### src/rtl/nf10_axis_width_downconverter.sv
// nf10_axis_width_downconverter
//   AXI4-Stream 256-to-64 width down-converter for the transmit path between
//   the 256-bit core datapath and the 64-bit 10G MAC interfaces. Each slave
//   beat is buffered and emitted as up to four master beats, lane 0 (LSB)
//   first. NetFPGA tuser metadata (len/spt/dpt) travels with each packet.
//
// Ports
//   axi_aclk, axi_resetn     clock, synchronous active-low reset
//   s_axis_t{data,strb,user,valid,last}, s_axis_tready   256-bit slave side
//   m_axis_t{data,strb,user,valid,last}, m_axis_tready   64-bit master side
//
// Build option
//   NF10_AXIS_DOWNCONV_TUSER_HOLD_EN: when defined, the packet's tuser is
//   driven on every output beat of the packet instead of only the first.
module nf10_axis_width_downconverter #(
   parameter int C_S_AXIS_DATA_WIDTH  = 256,
   parameter int C_M_AXIS_DATA_WIDTH  = 64,
   parameter int C_S_AXIS_TUSER_WIDTH = 128,
   parameter int C_M_AXIS_TUSER_WIDTH = 128
) (
   input  logic                              axi_aclk,
   input  logic                              axi_resetn,
   input  logic [C_S_AXIS_DATA_WIDTH-1:0]    s_axis_tdata,
   input  logic [C_S_AXIS_DATA_WIDTH/8-1:0]  s_axis_tstrb,
   input  logic [C_S_AXIS_TUSER_WIDTH-1:0]   s_axis_tuser,
   input  logic                              s_axis_tvalid,
   output logic                              s_axis_tready,
   input  logic                              s_axis_tlast,
   output logic [C_M_AXIS_DATA_WIDTH-1:0]    m_axis_tdata,
   output logic [C_M_AXIS_DATA_WIDTH/8-1:0]  m_axis_tstrb,
   output logic [C_M_AXIS_TUSER_WIDTH-1:0]   m_axis_tuser,
   output logic                              m_axis_tvalid,
   input  logic                              m_axis_tready,
   output logic                              m_axis_tlast
);

   localparam int M_STRB_W = C_M_AXIS_DATA_WIDTH / 8;
   localparam int S_STRB_W = C_S_AXIS_DATA_WIDTH / 8;

   typedef enum logic {EMPTY, DRAIN} state_t;

   state_t                            state_q, state_d;
   logic [C_S_AXIS_DATA_WIDTH-1:0]    data_q,  data_d;
   logic [S_STRB_W-1:0]               strb_q,  strb_d;
   logic [C_S_AXIS_TUSER_WIDTH-1:0]   user_q,  user_d;
   logic                              last_q,  last_d;
   logic [1:0]                        lane_q,  lane_d;
   logic [1:0]                        final_q, final_d;
   logic                              sof_q,   sof_d;    // next output beat starts a packet
   logic                              in_sof_q, in_sof_d; // next input beat starts a packet

   logic       at_final;
   logic       accept;
   logic       m_hs;
   logic [1:0] s_final;

   // Highest lane holding valid bytes; strobes are contiguous from bit 0 on a
   // last beat, so this is where the packet ends. Non-last beats are full.
   always_comb begin
      s_final = 2'd3;
      if (s_axis_tlast) begin
         s_final = '0;
         for (int unsigned l = 0; l < 4; l++) begin
            if (|s_axis_tstrb[l*M_STRB_W +: M_STRB_W]) s_final = 2'(l);
         end
      end
   end

   assign at_final = (lane_q == final_q);

   // Accept a new slave beat in the same cycle the last lane of the current
   // beat is handed off, so back-to-back beats stream without bubbles.
   assign s_axis_tready = axi_resetn &&
                          ((state_q == EMPTY) ||
                           ((state_q == DRAIN) && at_final && m_axis_tready));
   assign accept        = s_axis_tvalid && s_axis_tready;
   assign m_hs          = (state_q == DRAIN) && m_axis_tready;

   always_comb begin
      m_axis_tvalid = (state_q == DRAIN);
      m_axis_tdata  = '0;
      m_axis_tstrb  = '0;
      m_axis_tuser  = '0;
      m_axis_tlast  = 1'b0;
      if (state_q == DRAIN) begin
         m_axis_tdata = data_q[32'(lane_q)*C_M_AXIS_DATA_WIDTH +: C_M_AXIS_DATA_WIDTH];
         m_axis_tstrb = strb_q[32'(lane_q)*M_STRB_W +: M_STRB_W];
         m_axis_tlast = last_q && at_final;
`ifdef NF10_AXIS_DOWNCONV_TUSER_HOLD_EN
         m_axis_tuser = user_q;
`else
         if (sof_q) m_axis_tuser = user_q;
`endif
      end
   end

   always_comb begin
      state_d  = state_q;
      data_d   = data_q;
      strb_d   = strb_q;
      user_d   = user_q;
      last_d   = last_q;
      lane_d   = lane_q;
      final_d  = final_q;
      sof_d    = sof_q;
      in_sof_d = in_sof_q;

      if (m_hs) sof_d = m_axis_tlast;

      if (accept) begin
         // Covers both the EMPTY load and the DRAIN final-lane reload.
         state_d  = DRAIN;
         data_d   = s_axis_tdata;
         strb_d   = s_axis_tstrb;
         last_d   = s_axis_tlast;
         final_d  = s_final;
         lane_d   = '0;
         in_sof_d = s_axis_tlast;
         if (in_sof_q) user_d = s_axis_tuser;
      end else if (m_hs) begin
         if (at_final) state_d = EMPTY;
         else          lane_d  = lane_q + 2'd1;
      end
   end

   always_ff @(posedge axi_aclk) begin
      if (!axi_resetn) begin
         state_q  <= EMPTY;
         data_q   <= '0;
         strb_q   <= '0;
         user_q   <= '0;
         last_q   <= 1'b0;
         lane_q   <= '0;
         final_q  <= '0;
         sof_q    <= 1'b1;
         in_sof_q <= 1'b1;
      end else begin
         state_q  <= state_d;
         data_q   <= data_d;
         strb_q   <= strb_d;
         user_q   <= user_d;
         last_q   <= last_d;
         lane_q   <= lane_d;
         final_q  <= final_d;
         sof_q    <= sof_d;
         in_sof_q <= in_sof_d;
      end
   end

endmodule

### config.mk
export PLATFORM = sky130hd
export DESIGN_NAME = nf10_axis_width_downconverter
export DESIGN_NICKNAME = d
export VERILOG_FILES = /design/src/rtl/nf10_axis_width_downconverter.sv
export SDC_FILE = /design/constraint.sdc
export NUM_CORES = 1
export LEC_CHECK = 0
export ABC_AREA = 1
export CORE_AREA = 2 2 240 242
export CTS_BUF_LIST = sky130_fd_sc_hd__clkbuf_2
export DETAILED_ROUTE_END_ITERATION = 12
export DIE_AREA = 0 0 242 244
export PLACE_DENSITY = 0.7
export SLEW_MARGIN = 10
export SYNTH_ARGS = -nofsm -noshare
export SYNTH_HDL_FRONTEND = slang
export SYNTH_SLANG_ARGS = --single-unit
### constraint.sdc
create_clock -name axi_aclk -period 3.95 [get_ports axi_aclk]
set_input_delay 0.5925 -clock axi_aclk [delete_from_list [all_inputs] [get_ports axi_aclk]]
set_output_delay 0.5925 -clock axi_aclk [all_outputs]
set_load 0.01 [all_outputs]
==> Yosys cells after proc, flatten, opt, wreduce, memory -nomap -nowiden <==
Index checks and enable logic that the tools add are counted.
{ "classes": {"addsub": 1, "n_bitwise": 3, "n_mux": 12, "eq_ne": 1, "n_shift": 2, "n_reduce_logical": 16} }
{ "ops": {"columns": ["operator", "n"], "rows": [
  ["$mux 128", 2],
  ["$shiftx 256x9->64", 1],
  ["$mux 64", 1],
  ["$shiftx 32x6->8", 1],
  ["$reduce_or 8->1", 3],
  ["$mux 8", 1],
  ["$logic_and 1x1->1", 6],
  ["$mux 2", 3],
  ["$reduce_and 2->1", 3],
  ["$mux 1", 5],
  ["$reduce_bool 2->1", 2],
  ["$not 1->1", 3],
  ["$add 2x1->2 const B", 1],
  ["$eq 2x2->1", 1],
  ["$reduce_or 2->1", 1],
  ["$logic_or 1x1->1", 1]
]} }
{ "word_totals": {"wordCells": 44, "output_inout_bits": 203, "regBits": 424} }

==> Longest topological paths before layout <==
{ "depth": {"word_depth": 8, "ltp_mapped": 11, "ltp_nobuf": 9} }

==> Worst setup path after synthesis <==
OpenSTA, ideal clock, no wires.
{ "synth_timing": {"kind": "input -> output", "start": "in axi_resetn", "end": "out s_axis_tready", "required_time_ns": 3.357, "path_buffers": 3, "slack_ns": 1.989, "cell_stages": 5, "arrival_ns": 1.368, "path_cell_list": "buf_2 -> inv_1 -> a21oi_2 -> buf_2 -> buf_2"} }
{ "synth_via": {"elab_chain_cells": 1} }
{ "synth_rtl": {"columns": ["item", "line", "text"], "rows": [
  ["start, declared", "22", "input logic axi_resetn,"],
  ["$logic_and 1x1->1", "73", "assign s_axis_tready = axi_resetn &&"],
  ["end, declared", "27", "output logic s_axis_tready,"]
]} }
Every way passes these cells.

==> Final worst setup path <==
{ "layout_timing": {"start": "reg lane_q[0]", "end": "out m_axis_tdata[2]"} }
{ "layout_via": {"elab_chain_cells": 2} }
{ "layout_rtl": {"columns": ["item", "line", "text"], "rows": [
  ["start, declared", "47", "logic [1:0] lane_q, lane_d;"],
  ["start signal, assigned", "143", "lane_q <= lane_d;"],
  ["$shiftx 256x9->64", "86", "m_axis_tdata = data_q[32'(lane_q)*C_M_AXIS_DATA_WIDTH +: C_M_AXIS_DATA_WIDTH];"],
  ["$mux 64", "85", "if (state_q == DRAIN) begin"],
  ["end, declared", "29", "output logic [C_M_AXIS_DATA_WIDTH-1:0] m_axis_tdata,"]
]} }
Every way passes these cells.

==> reports/metrics.cfg <==
[global_route]
grt_overflow_total = 0
antenna_found_initial = 16
grt_pass1_vias = 21500
grt_usage_pct = 25.6
grt_pass1_wl_um = 120000
grt_max_degree = 168

[worst_setup_path]
end_kind = output port
critPathTopFamily = buffers and inverters
start_kind = register
cp_max_fo = 52
worstPathCellList = inv_4, buf_12, o21ai_0, a21oi_1, clkdlybuf4s50_1
critPathRequiredTime_ns = 3.36
cp.arrival_ns = 3.12
critPathSlowestCell = clkdlybuf4s50_1
critPathBufInv = 3
timing_worst_setup_path_type = register to output port
slowest_delay_ns = 0.70

[placement]
dp_hpwl_um = 47600
dpl.cell_count = 3879
dp_slack_ns = 0.971
io_buffers = 623
place_congestion = 0.863

[power]
pwr_density_cell_mw_per_mm2 = 327
leakagePower_nw = 12.7
p_int_mw = 6.82
netSwitchingFraction_pct = 30.9
combPwrFrac_pct = 20.4
power_mw = 9.87
p_sw_mw = 3.04
pwr-share-clk_pct = 31.7
ir_drop_v = 0.000196
power_frac_seq_pct = 47.9

[cts]
cts_num_sinks = 424
cts-htree-levels = 3
clockRootBuffer = clkbuf_2
numCtsBuffers = 113
worstSkewPairLatency_ns = 1.12
cts_tree = done
clkSlewWorstSetupHoldPaths_ns = 0.10
clk_path_buf_depth = 3

[cells_and_area]
drive_gt1_share_pct = 6.34
area_delta_synth_final_pct = 64.0
fillCellCount = 5149
utilization_pct = 53.7
fin_nets = 4062
fin_cells = 4498

[sta]
hold_violations = 0
tns_ns = 0
worstMarginPinSlew_ns = 1.11
relSlewSlack_pct = 26.2
rsz0062_at_grt = yes
skew_ns = 0.0882
postLayoutSetupSlackWorst_ns = 0.238
fin_crit_ns = 3.71
setup_violations = 0
drv_slew = 0
post-route-period-util_pct = 94.0
achievable-frequency_ghz = 0.269

[synthesis]
synth.distinct_cells = 24
synth_top_area_share_pct = 46.2
syn_area_mm2 = 0.0184
syn_nets = 3113
ys_seq_area_share_pct = 46.2
synth_area_leaders = dfxtp_1 (46%), nand3_1 (11%), nand2_1 (8.4%)
synth-seq-cells = 424
synth_area_leader_cell = dfxtp_1
syn_area_per_cell_um2 = 6.83
synth_warnings = 0
syn_inst = 2692

[die]
die_h_um = 244
die_w_um = 242
die-area_mm2 = 0.0590
row_count = 87
start_util_pct = 32.7
design.core.area_mm2 = 0.0562
ios = 624

[drt]
ant_nets = 0
routed_wl_um = 78800
drtIter0Drc = 1399
num_vias = 21700
drc_errors = 0
drt-wirelength-per-cell_um = 17.5
vias_per_cell = 4.83
drt_pre_antenna_iters = 5

[job]
cap_violations = 0

[run_status]
status = finished, final reports clean

[worst_hold_path]
hold_class = input port to register

-- cells in the mapped netlist --
library cell	n
o21ai_0	168
nand4_1	5
nand2_1	413
nand3_2	1
nor4_1	3
buf_2	68
buf_6	1
nor3_1	1
buf_1	19
a21oi_1	220
nor3_2	1
nand2_2	2
dfxtp_1	424
nand3_1	420
xnor2_1	1
inv_1	291
o22ai_1	8
nor2_1	388
clkbuf_1	117
o21a_1	1
inv_2	3
a21oi_2	1
o21ai_1	120
buf_4	16
-- stage by stage --
stage	area (um^2)	hold WS, ns
6_report	30200	0.133
5_1_grt	30100	-0.0268
4_1_cts	30100	0.00147
3_5_place_dp	25000	0.447
3_3_place_gp	25000	0.442
2_1_floorplan	18400	0.429
-- tightest hold or removal path, stage by stage --
cell and delay (ns):
clkdlybuf4s50_1 0.46, nor2_1 0.13, nor2_1 0.06
-- layout make-up --
type,count,area (um^2),share of cell area [%]
timing repair buffer,1055,10700,35.5
sequential,424,8500,28.2
multi-input combinational,1753,7870,26.1
inverter,294,1110,3.67
tap,756,946,3.14
clock buffer,178,891,2.95
clock inverter,21,110,0.365
antenna,17,42.5,0.141
-- cells in the final DEF, fill, tap and decap left out, types with 168 or more instances in the layout --
cell,count
o21ai_0,168
inv_1,291
clkdlybuf4s50_1,619
nand3_1,419
nor2_1,388
nand2_1,412
clkbuf_2,178
dfxtp_1,421
a21oi_1,218
dlygate4sd3_1,399
-- final timing paths --
kind                                       start               to  slack, ns  cells after the start
worst max register to register         lane_q[0]       data_q[78]       1.14                     10
worst min register to register       data_q[246]      data_q[246]       0.46                      2
worst min-delay path            s_axis_tuser[92]       user_q[92]       0.13                      3
worst max-delay path                   lane_q[0]  m_axis_tdata[2]       0.24                      5
-- metal layers --
layer / part of all wire, % / vias up / routed length [um] / GRT usage (%)
met5: 0.090 / - / 71 / 0
met4: 4.2 / 12 / 3330 / 11.3
met3: 8.7 / 243 / 6820 / 8.30
met2: 48 / 966 / 37900 / 43.9
met1: 39 / 9897 / 30700 / 29.0
li1: - / 10600 / - / -
-- power by group through the flow --
| stage | clock network, mW | logic [mW] | registers [mW] |
|---|---|---|---|
| 6_report | 3.12 | 2.01 | 4.73 |
| 5_1_grt | 3.45 | 2.20 | 4.76 |
| 4_1_cts | 3.22 | 1.98 | 4.72 |
| 3_5_place_dp | 0 | 1.63 | 4.82 |
| 2_1_floorplan | 0 | 0.856 | 4.79 |
| 3_3_place_gp | 0 | 1.62 | 4.81 |
-- flip-flops by register name, summed over array words and instances, names as in the netlist --
| register | cells |
|---|---|
| sof_q | 1 |
| last_q | 1 |
| m_axis_tvalid | 1 |
| in_sof_q | 1 |
| data_q | 256 |
| strb_q | 32 |
| user_q | 128 |
| lane_q | 2 |
| final_q | 2 |
-- cells by family (layout without fill, tap and decap cells) --
| kind of cell | count (synthesis) | after routing | synth area share (%) |
|---|---|---|---|
| simple gates | 1234 | 1234 | 28.3 |
| compound gates | 518 | 518 | 14.2 |
| buf+inv | 515 | 1548 | 11.3 |
| flops | 424 | 424 | 46.2 |
| xor+xnor | 1 | 1 | 0.0476 |
| other cells | 0 | 17 | 0 |
-- what timing repair did --
action                                  in CTS  in global routing
gates resized for setup                      7                  3
buffers inserted                             1                  2
hold buffers                               399                  0
hold endpoints to repair                   404                  0
endpoints found under the setup margin     128                 28
gates cloned                                 0                  1
Note: power is estimated with default switching activity, not from simulation.
